File: src/rtl/alu_issue.sv
// alu_issue: decode/issue stage building ALU operands with bypass and a handshaked output register
module alu_issue #(
  parameter int XLEN      = 64,
  parameter bit RESET_NOP = 1'b1
) (
  input  logic            clk,
  input  logic            rst,
  input  logic            in_valid,
  output logic            in_ready,
  input  logic [31:0]     in_ir,
  input  logic [XLEN-1:0] in_pc,
  output logic [4:0]      rs1_addr,
  output logic [4:0]      rs2_addr,
  input  logic [XLEN-1:0] rs1_data,
  input  logic [XLEN-1:0] rs2_data,
  input  logic            wb_en,
  input  logic [4:0]      wb_rd,
  input  logic [XLEN-1:0] wb_data,
  input  logic            flush,
  output logic            out_valid,
  input  logic            out_ready,
  output logic [XLEN-1:0] out_a,
  output logic [XLEN-1:0] out_b,
  output logic [14:0]     out_op_ir,
  output logic [4:0]      out_rd,
  output logic            out_illegal
);
  localparam logic [6:0] OP_OP     = 7'b0110011;
  localparam logic [6:0] OP_OP32   = 7'b0111011;
  localparam logic [6:0] OP_AMO    = 7'b0101111;
  localparam logic [6:0] OP_IMM    = 7'b0010011;
  localparam logic [6:0] OP_IMM32  = 7'b0011011;
  localparam logic [6:0] OP_LOAD   = 7'b0000011;
  localparam logic [6:0] OP_JALR   = 7'b1100111;
  localparam logic [6:0] OP_STORE  = 7'b0100011;
  localparam logic [6:0] OP_LUI    = 7'b0110111;
  localparam logic [6:0] OP_AUIPC  = 7'b0010111;
  localparam logic [6:0] OP_JAL    = 7'b1101111;
  localparam logic [6:0] OP_BRANCH = 7'b1100011;
  localparam logic [6:0] OP_SYSTEM = 7'b1110011;

  logic [6:0]      opc;
  logic [XLEN-1:0] rs1_val, rs2_val, imm_i, imm_s, imm_u, imm_z, a, b;
  logic [4:0]      rd;
  logic            illegal, accept;

  assign opc      = in_ir[6:0];
  assign rs1_addr = in_ir[19:15];
  assign rs2_addr = in_ir[24:20];
  assign in_ready = !out_valid || out_ready;
  assign accept   = in_valid && in_ready && !flush;

  // x0 reads zero; a same-cycle writeback to the source register wins over the regfile
  assign rs1_val = (rs1_addr == 5'd0) ? '0 : (wb_en && wb_rd == rs1_addr) ? wb_data : rs1_data;
  assign rs2_val = (rs2_addr == 5'd0) ? '0 : (wb_en && wb_rd == rs2_addr) ? wb_data : rs2_data;

  assign imm_i = {{(XLEN-12){in_ir[31]}}, in_ir[31:20]};
  assign imm_s = {{(XLEN-12){in_ir[31]}}, in_ir[31:25], in_ir[11:7]};
  assign imm_u = {{(XLEN-32){in_ir[31]}}, in_ir[31:12], 12'b0};
  assign imm_z = {{(XLEN-5){1'b0}}, in_ir[19:15]};
  assign rd    = (opc == OP_STORE || opc == OP_BRANCH) ? 5'd0 : in_ir[11:7];

  // operand selection by opcode; unknown opcodes issue as illegal with zero operands
  always_comb begin
    a = '0;
    b = '0;
    illegal = 1'b0;
    case (opc)
      OP_OP, OP_OP32, OP_AMO, OP_BRANCH: begin a = rs1_val; b = rs2_val; end
      OP_IMM, OP_IMM32, OP_LOAD, OP_JALR: begin a = rs1_val; b = imm_i; end
      OP_STORE:  begin a = rs1_val; b = imm_s; end
      OP_LUI:    b = imm_u;
      OP_AUIPC:  begin a = in_pc; b = imm_u; end
      OP_JAL:    a = in_pc;
      OP_SYSTEM: begin a = rs1_val; b = in_ir[14] ? imm_z : rs2_val; end
      default:   illegal = 1'b1;
    endcase
  end

  // output register: flush kills, accept loads, drain clears valid, otherwise hold
  always_ff @(posedge clk or posedge rst) begin
    if (rst) begin
      out_valid   <= 1'b0;
      out_a       <= '0;
      out_b       <= '0;
      out_op_ir   <= RESET_NOP ? 15'h0013 : 15'h0000;
      out_rd      <= 5'd0;
      out_illegal <= 1'b0;
    end else if (flush) begin
      out_valid <= 1'b0;
    end else if (accept) begin
      out_valid   <= 1'b1;
      out_a       <= a;
      out_b       <= b;
      out_op_ir   <= {in_ir[31:27], in_ir[14:12], in_ir[6:0]};
      out_rd      <= rd;
      out_illegal <= illegal;
    end else if (out_ready) begin
      out_valid <= 1'b0;
    end
  end
endmodule

File: config.mk
export PLATFORM = sky130hd
export DESIGN_NAME = alu_issue
export DESIGN_NICKNAME = d
export VERILOG_FILES = /design/src/rtl/alu_issue.sv
export SDC_FILE = /design/constraint.sdc
export NUM_CORES = 1
export LEC_CHECK = 0
export BUFFER_PORTS_ARGS = -buffer_cell sky130_fd_sc_hd__buf_4
export CORE_ASPECT_RATIO = 0.5
export CORE_MARGIN = 5
export CORE_UTILIZATION = 34
export CTS_BUF_LIST = sky130_fd_sc_hd__clkbuf_4 sky130_fd_sc_hd__clkbuf_8
export DETAILED_ROUTE_END_ITERATION = 12
export PLACE_DENSITY_LB_ADDON = 0.25
export SLEW_MARGIN = 20
export SYNTH_ARGS = -nofsm -noshare
export SYNTH_HDL_FRONTEND = slang
export SYNTH_SLANG_ARGS = --single-unit
File: constraint.sdc
create_clock -name clk -period 5.8 [get_ports clk]
set_input_delay 1.45 -clock clk [delete_from_list [all_inputs] [get_ports clk]]
set_output_delay 1.45 -clock clk [all_outputs]
set_load 0.005 [all_outputs]
==> results of run 1 <==
==> per-layer routing <==
layer | vias to the layer above | GRT usage, %
li1 | 4060 | -
met1 | 4429 | 31.90
met2 | 386 | 41.78
met3 | 70 | 5.523
met4 | 0 | 8.054
met5 | - | 0
==> synth_stat cells (4+ instances only) <==
library cell	instances
o311ai_1	10
a22o_1	5
a211oi_2	30
dfrtp_1	147
clkbuf_1	38
and3_1	22
xor2_1	4
buf_4	16
mux2i_1	122
o311ai_0	9
buf_2	22
nor2_1	110
nand3_1	9
a211oi_1	7
a32oi_1	5
buf_6	6
xnor2_1	6
a21oi_1	82
nor2b_1	5
o22ai_1	64
o21ai_0	33
inv_1	5
nand2_1	74
o211ai_1	5
a21o_1	5
==> metrics by stage <==
stage          setup slack, ns  utilization [%]  hold WS [ns]  total power [W]
3_5_place_dp             1.714            48.61        0.4522         0.002067
2_1_floorplan           0.3186                -        0.4482         0.001569
3_3_place_gp             1.795            48.57        0.4482         0.002052
6_report                 2.240            50.48        0.4642         0.003011
5_1_grt                  2.111            50.47        0.4839         0.003156
4_1_cts                  2.257            50.45        0.4665         0.003037
==> power breakdown <==
group	internal, W	total, W	switching (W)
Clock	0.000533	0.000965	0.000431
Sequential	0.00118	0.00126	0.0000816
Combinational	0.000423	0.000790	0.000367
==> cells by family (layout without fill, tap and decap cells) <==
group	count (synthesis)	count (layout)
AOI/OAI and AO/OA	270	270
and+or+nand+nor	248	248
DFF	150	150
muxes	122	122
buffers and inverters	91	511
xor gates and xnor gates	10	10
other	0	1
==> worst min-delay path: cells and delay by family, from the launching register on <==
kind             cells  cell delay (ns)
AND/OR/NAND/NOR      2             0.10
flip-flops           1             0.38
==> area by class of cell <==
type | instances | area (um^2)
clock inverter | 12 | 198.9
antenna | 1 | 2.502
clock buffer | 20 | 262.8
multi-input combinational | 650 | 4375
sequential | 150 | 3757
timing repair buffer | 474 | 3587
fill | 2413 | 12400
inverter | 5 | 23.77
tap | 344 | 430.4
==> final timing paths <==
path	startpoint	end	slack, ns
max	in_ir[20]	out_b[59]$_DFFE_PP0P_	2.24
min	out_op_ir[1]$_DFFE_PP1P_	out_op_ir[1]$_DFFE_PP1P_	0.46
max reg2reg	out_valid$_DFFE_PP0P_	out_b[31]$_DFFE_PP0P_	2.78
min reg2reg	out_op_ir[1]$_DFFE_PP1P_	out_op_ir[1]$_DFFE_PP1P_	0.46
max in group asynchronous	rst	out_a[30]$_DFFE_PP0P_	3.68
min in group asynchronous	rst	out_a[57]$_DFFE_PP0P_	1.01
==> flip-flops by register name, summed over array words and instances (netlist names) <==
register and count:
out_illegal 1, out_rd 5, out_valid 1, out_op_ir 15, out_b 64, out_a 64
==> qor.yml, run 1 <==
hold_viol_final: 0
cts_buffers: 17
wl_met3_um: 2194
clock_path_buffers: 2
io_pins: 460
cts_hold_buf: 0
rsz0062_at_grt: "no"
antenna_found_initial: 0
gp_congestion: 0.9064
drv_cap: 0
detail-route-antenna-nets: 0
vias: 8945
layout_commonest_cell: "buf_4"
p_per_area_nw_per_um2: 238.2
min_period_over_period_pct: 61.38
cts_sinks: 150
die_w_um: 234.6
worstSetupPathType: "in -> reg"
async_flop_share_pct: 100.0
yosysTopAreaCell: "dfrtp_1"
synth.area.top_cells: "dfrtp_1 (43%), mux2i_1 (14%), nor2_1 (4.8%)"
ys_warn_count: 0
clk_latency_ns: 0.48
leakage_nw: 5.728
die-area_um2: 28700
synth-xor-area-share_pct: 1.021
ys_dominant_reg_cell: "dfrtp_1"
cts_tree: "done"
fp-row-count: 41
period_needed_ns: 3.560
top_layer_used: "met4"
relSlewSlack_pct: 30.13
hold_depth: 2
met1Wirelength_um: 15350
hpwl_um: 28520
cp-end-kind: "flop"
cpLargestDelayFamily: "simple AND/OR/NAND/NOR gates"
worst_pin_slew_ns: 1.046
synth-seq-area-share_pct: 43.80
worstPathRequired_ns: 6.12
routed_via_density: 5.402
synth_top_cell_area_share_pct: 42.88
layout.nets: 1597
wl_per_cell_um: 22.71
fin_area_um2: 12640
core_um2: 25030
grt_pass1_vias: 8950
placed_cells: 1623
final_cell_mix: "buf_4 (471), dfrtp_1 (147), mux2i_1 (122), nor2_1 (108), a21oi_1 (82)"
clk_pin_slew_ns: 0.08
port_buffers: 459
area.growth.synth_to_final_pct: 47.33
critPathLaunchType: "input pin"
max_stage_delay_ns: 0.87
place_area_um2: 12170
htree_levels: 4
peakVddDrop_mv: 0.1599
synthAdderAreaFrac_pct: 0
synth_edf_count: 0
instances_no_fill: 1656
start_util_pct: 34.27
synth.distinct_cells: 59
setup_viol: 0
hold_class: "reg -> reg"
cts_setup_buffers: 0
die_y_um: 122.3
cts-root-buf: "clkbuf_8"
synthCells: 891
layout-drive-gt1-share_pct: 42.26
crit_slowest_cell: "nor2_4"
fmax_ghz: 0.2809
cp.depth: 7
wl_met2_um: 19110
drc: 0
first_pass_iters: 5
drt-total-wl_um: 37610
path_cells: "buf_4 -> xnor2_1 -> nand4_1 -> nor2_4 -> buf_12 -> mux2i_1 -> a211oi_2"
syn-num-nets: 1190
synth_compound_area_share_pct: 22.07
finalClockSkew_ns: 0.009584
maxSlewViolCount: 0
r2r_cells: 8
grt_max_degree: 85
grt_util_all_layers_pct: 24.70
grt_remaining_overflow: 0
synth_top_family_by_area: "compound AO/OA/AOI/OAI gates"
synth-simple-area-share_pct: 13.30
path_max_fanout: 35
grt_pass1_wl_um: 54880
status: "finished clean"
ys_ff_latch: 150
setup_tns_ns: 0
critical_path_arrival_ns: 3.88
drtIter0Drc: 731
netlist_area_um2: 8578
post_synth.cell_area_avg_um2: 9.628
crit_buf_inv: 2
muxShareOfSynthArea_pct: 14.24
ctsResizeCount: 0
No activity file was read; power rests on OpenSTA's default activity.
==> run 2, diff against run 1 <==
==> constraint.sdc (replaced) <==
create_clock -name clk -period 3.6 [get_ports clk]
set_input_delay 0.9 -clock clk [delete_from_list [all_inputs] [get_ports clk]]
set_output_delay 0.9 -clock clk [all_outputs]
set_load 0.005 [all_outputs]
==> qor.yml, run 2 (synthesized netlist as in run 1, its figures left out) <==
status: "finished clean"
relSlewSlack_pct: 30.28
worst_pin_slew_ns: 1.042
worstPathRequired_ns: 3.95
ctsResizeCount: 0
gp_congestion: 0.9279
grt_max_degree: 90
drc: 0
detail-route-antenna-nets: 0
hold_class: "reg -> reg"
fin_area_um2: 12650
clk_latency_ns: 0.47
first_pass_iters: 5
wl_per_cell_um: 23.08
layout-drive-gt1-share_pct: 42.24
htree_levels: 4
cp-end-kind: "flop"
start_util_pct: 34.27
critical_path_arrival_ns: 2.74
cts_sinks: 150
drv_cap: 0
critPathLaunchType: "input pin"
leakage_nw: 5.736
area.growth.synth_to_final_pct: 47.43
cts_tree: "done"
rsz0062_at_grt: "no"
min_period_over_period_pct: 66.43
setup_tns_ns: 0
layout_commonest_cell: "buf_4"
worstSetupPathType: "in -> reg"
utilization_pct: 50.52
drtIter0Drc: 718
fmax_ghz: 0.4182
hpwl_um: 28830
clock_path_buffers: 2
cts-root-buf: "clkbuf_8"
antenna_found_initial: 1
core_um2: 25030
cts_setup_buffers: 0
maxSlewViolCount: 0
placed_cells: 1627
clk_pin_slew_ns: 0.08
hold_viol_final: 0
drt-total-wl_um: 38290
vias: 8952
p_per_area_nw_per_um2: 366.8
instances_no_fill: 1659
die_w_um: 234.6
port_buffers: 459
top_regs: "out_a (64), out_b (64), out_op_ir (15)"
cts_buffers: 17
setup_viol: 0
fp-row-count: 41
period_needed_ns: 2.391
cts_hold_buf: 0
path_max_fanout: 33
die-area_um2: 28700
grt_pass1_wl_um: 55820
final_cell_mix: "buf_4 (471), dfrtp_1 (147), mux2i_1 (122), nor2_1 (110), a21oi_1 (82)"
grt_remaining_overflow: 0
r2r_setup_slack_ns: 1.37
routed_via_density: 5.396
grt_util_all_layers_pct: 25.06
grt_pass1_vias: 8977
place_area_um2: 12260
io_pins: 460
layout.nets: 1601
die_y_um: 122.3
finalClockSkew_ns: 0.008473
peakVddDrop_mv: 0.1730
run 2: changes by cell type in the layout (fill, tap and decap cells not counted), sizes merged:
| cell | delta |
|---|---|
| inv | -2 |
| clkbuf | +8 |
| bufinv | -4 |
| buf | +4 |
| clkinv | -3 |
run 2: worst paths after layout:
| kind | startpoint | end | cells past startpoint |
|---|---|---|---|
| min in group asynchronous | rst | out_op_ir[14]$_DFFE_PP0P_ | 2 |
| worst min register to register | out_op_ir[4]$_DFFE_PP1P_ | out_op_ir[4]$_DFFE_PP1P_ | 2 |
| max in group asynchronous | rst | out_b[37]$_DFFE_PP0P_ | 3 |
| worst max register to register | out_valid$_DFFE_PP0P_ | out_b[29]$_DFFE_PP0P_ | 5 |
| worst max-delay path | wb_rd[1] | out_b[29]$_DFFE_PP0P_ | 7 |
| worst min-delay path | out_op_ir[4]$_DFFE_PP1P_ | out_op_ir[4]$_DFFE_PP1P_ | 2 |
run 2: report_power, final:
part	leakage, nW	internal (W)	switching [W]
registers	1.87	0.00189	0.000132
logic	3.66	0.000688	0.000583
clock network	0.208	0.000681	0.000661
total	5.74	0.00326	0.00138
run 2: per-stage QoR:
step	hold WS (ns)	setup slack, ns	total power [W]
after detailed placement	0.4536	0.6855	0.003336
after global routing	0.4829	1.055	0.004868
after global placement	0.4490	0.7749	0.003313
final	0.4625	1.209	0.004639
after CTS	0.4668	1.214	0.004683
after floorplan	0.4482	0.8135	0.002528
run 2: metal layers:
layer / share of wire (%) / routed length (um) / vias to the layer above / track usage (%)
li1: - / - / 4076 / -
met5: 0 / 0 / - / 0
met2: 51 / 19540 / 322 / 43.52
met1: 42 / 16030 / 4501 / 32.64
met3: 5.0 / 1925 / 53 / 4.311
met4: 2.1 / 790 / 0 / 7.325
run 2: critical path: stages:
cell and delay (ns):
buf_4 0.14, xnor2_1 0.21, nand4_1 0.29, nor2_4 0.18, buf_4 0.52, mux2i_1 0.16
o311ai_0 0.33
run 2: area by class of cell:
class	count	area, um^2
repair buffers	478	3676
flip-flops and latches	150	3757
multi-input cells	650	4370
diodes	1	2.502
inverters	5	22.52
well taps	344	430.4
clock buffers	28	347.8
fillers	2419	12390
clock inverters	3	40.04
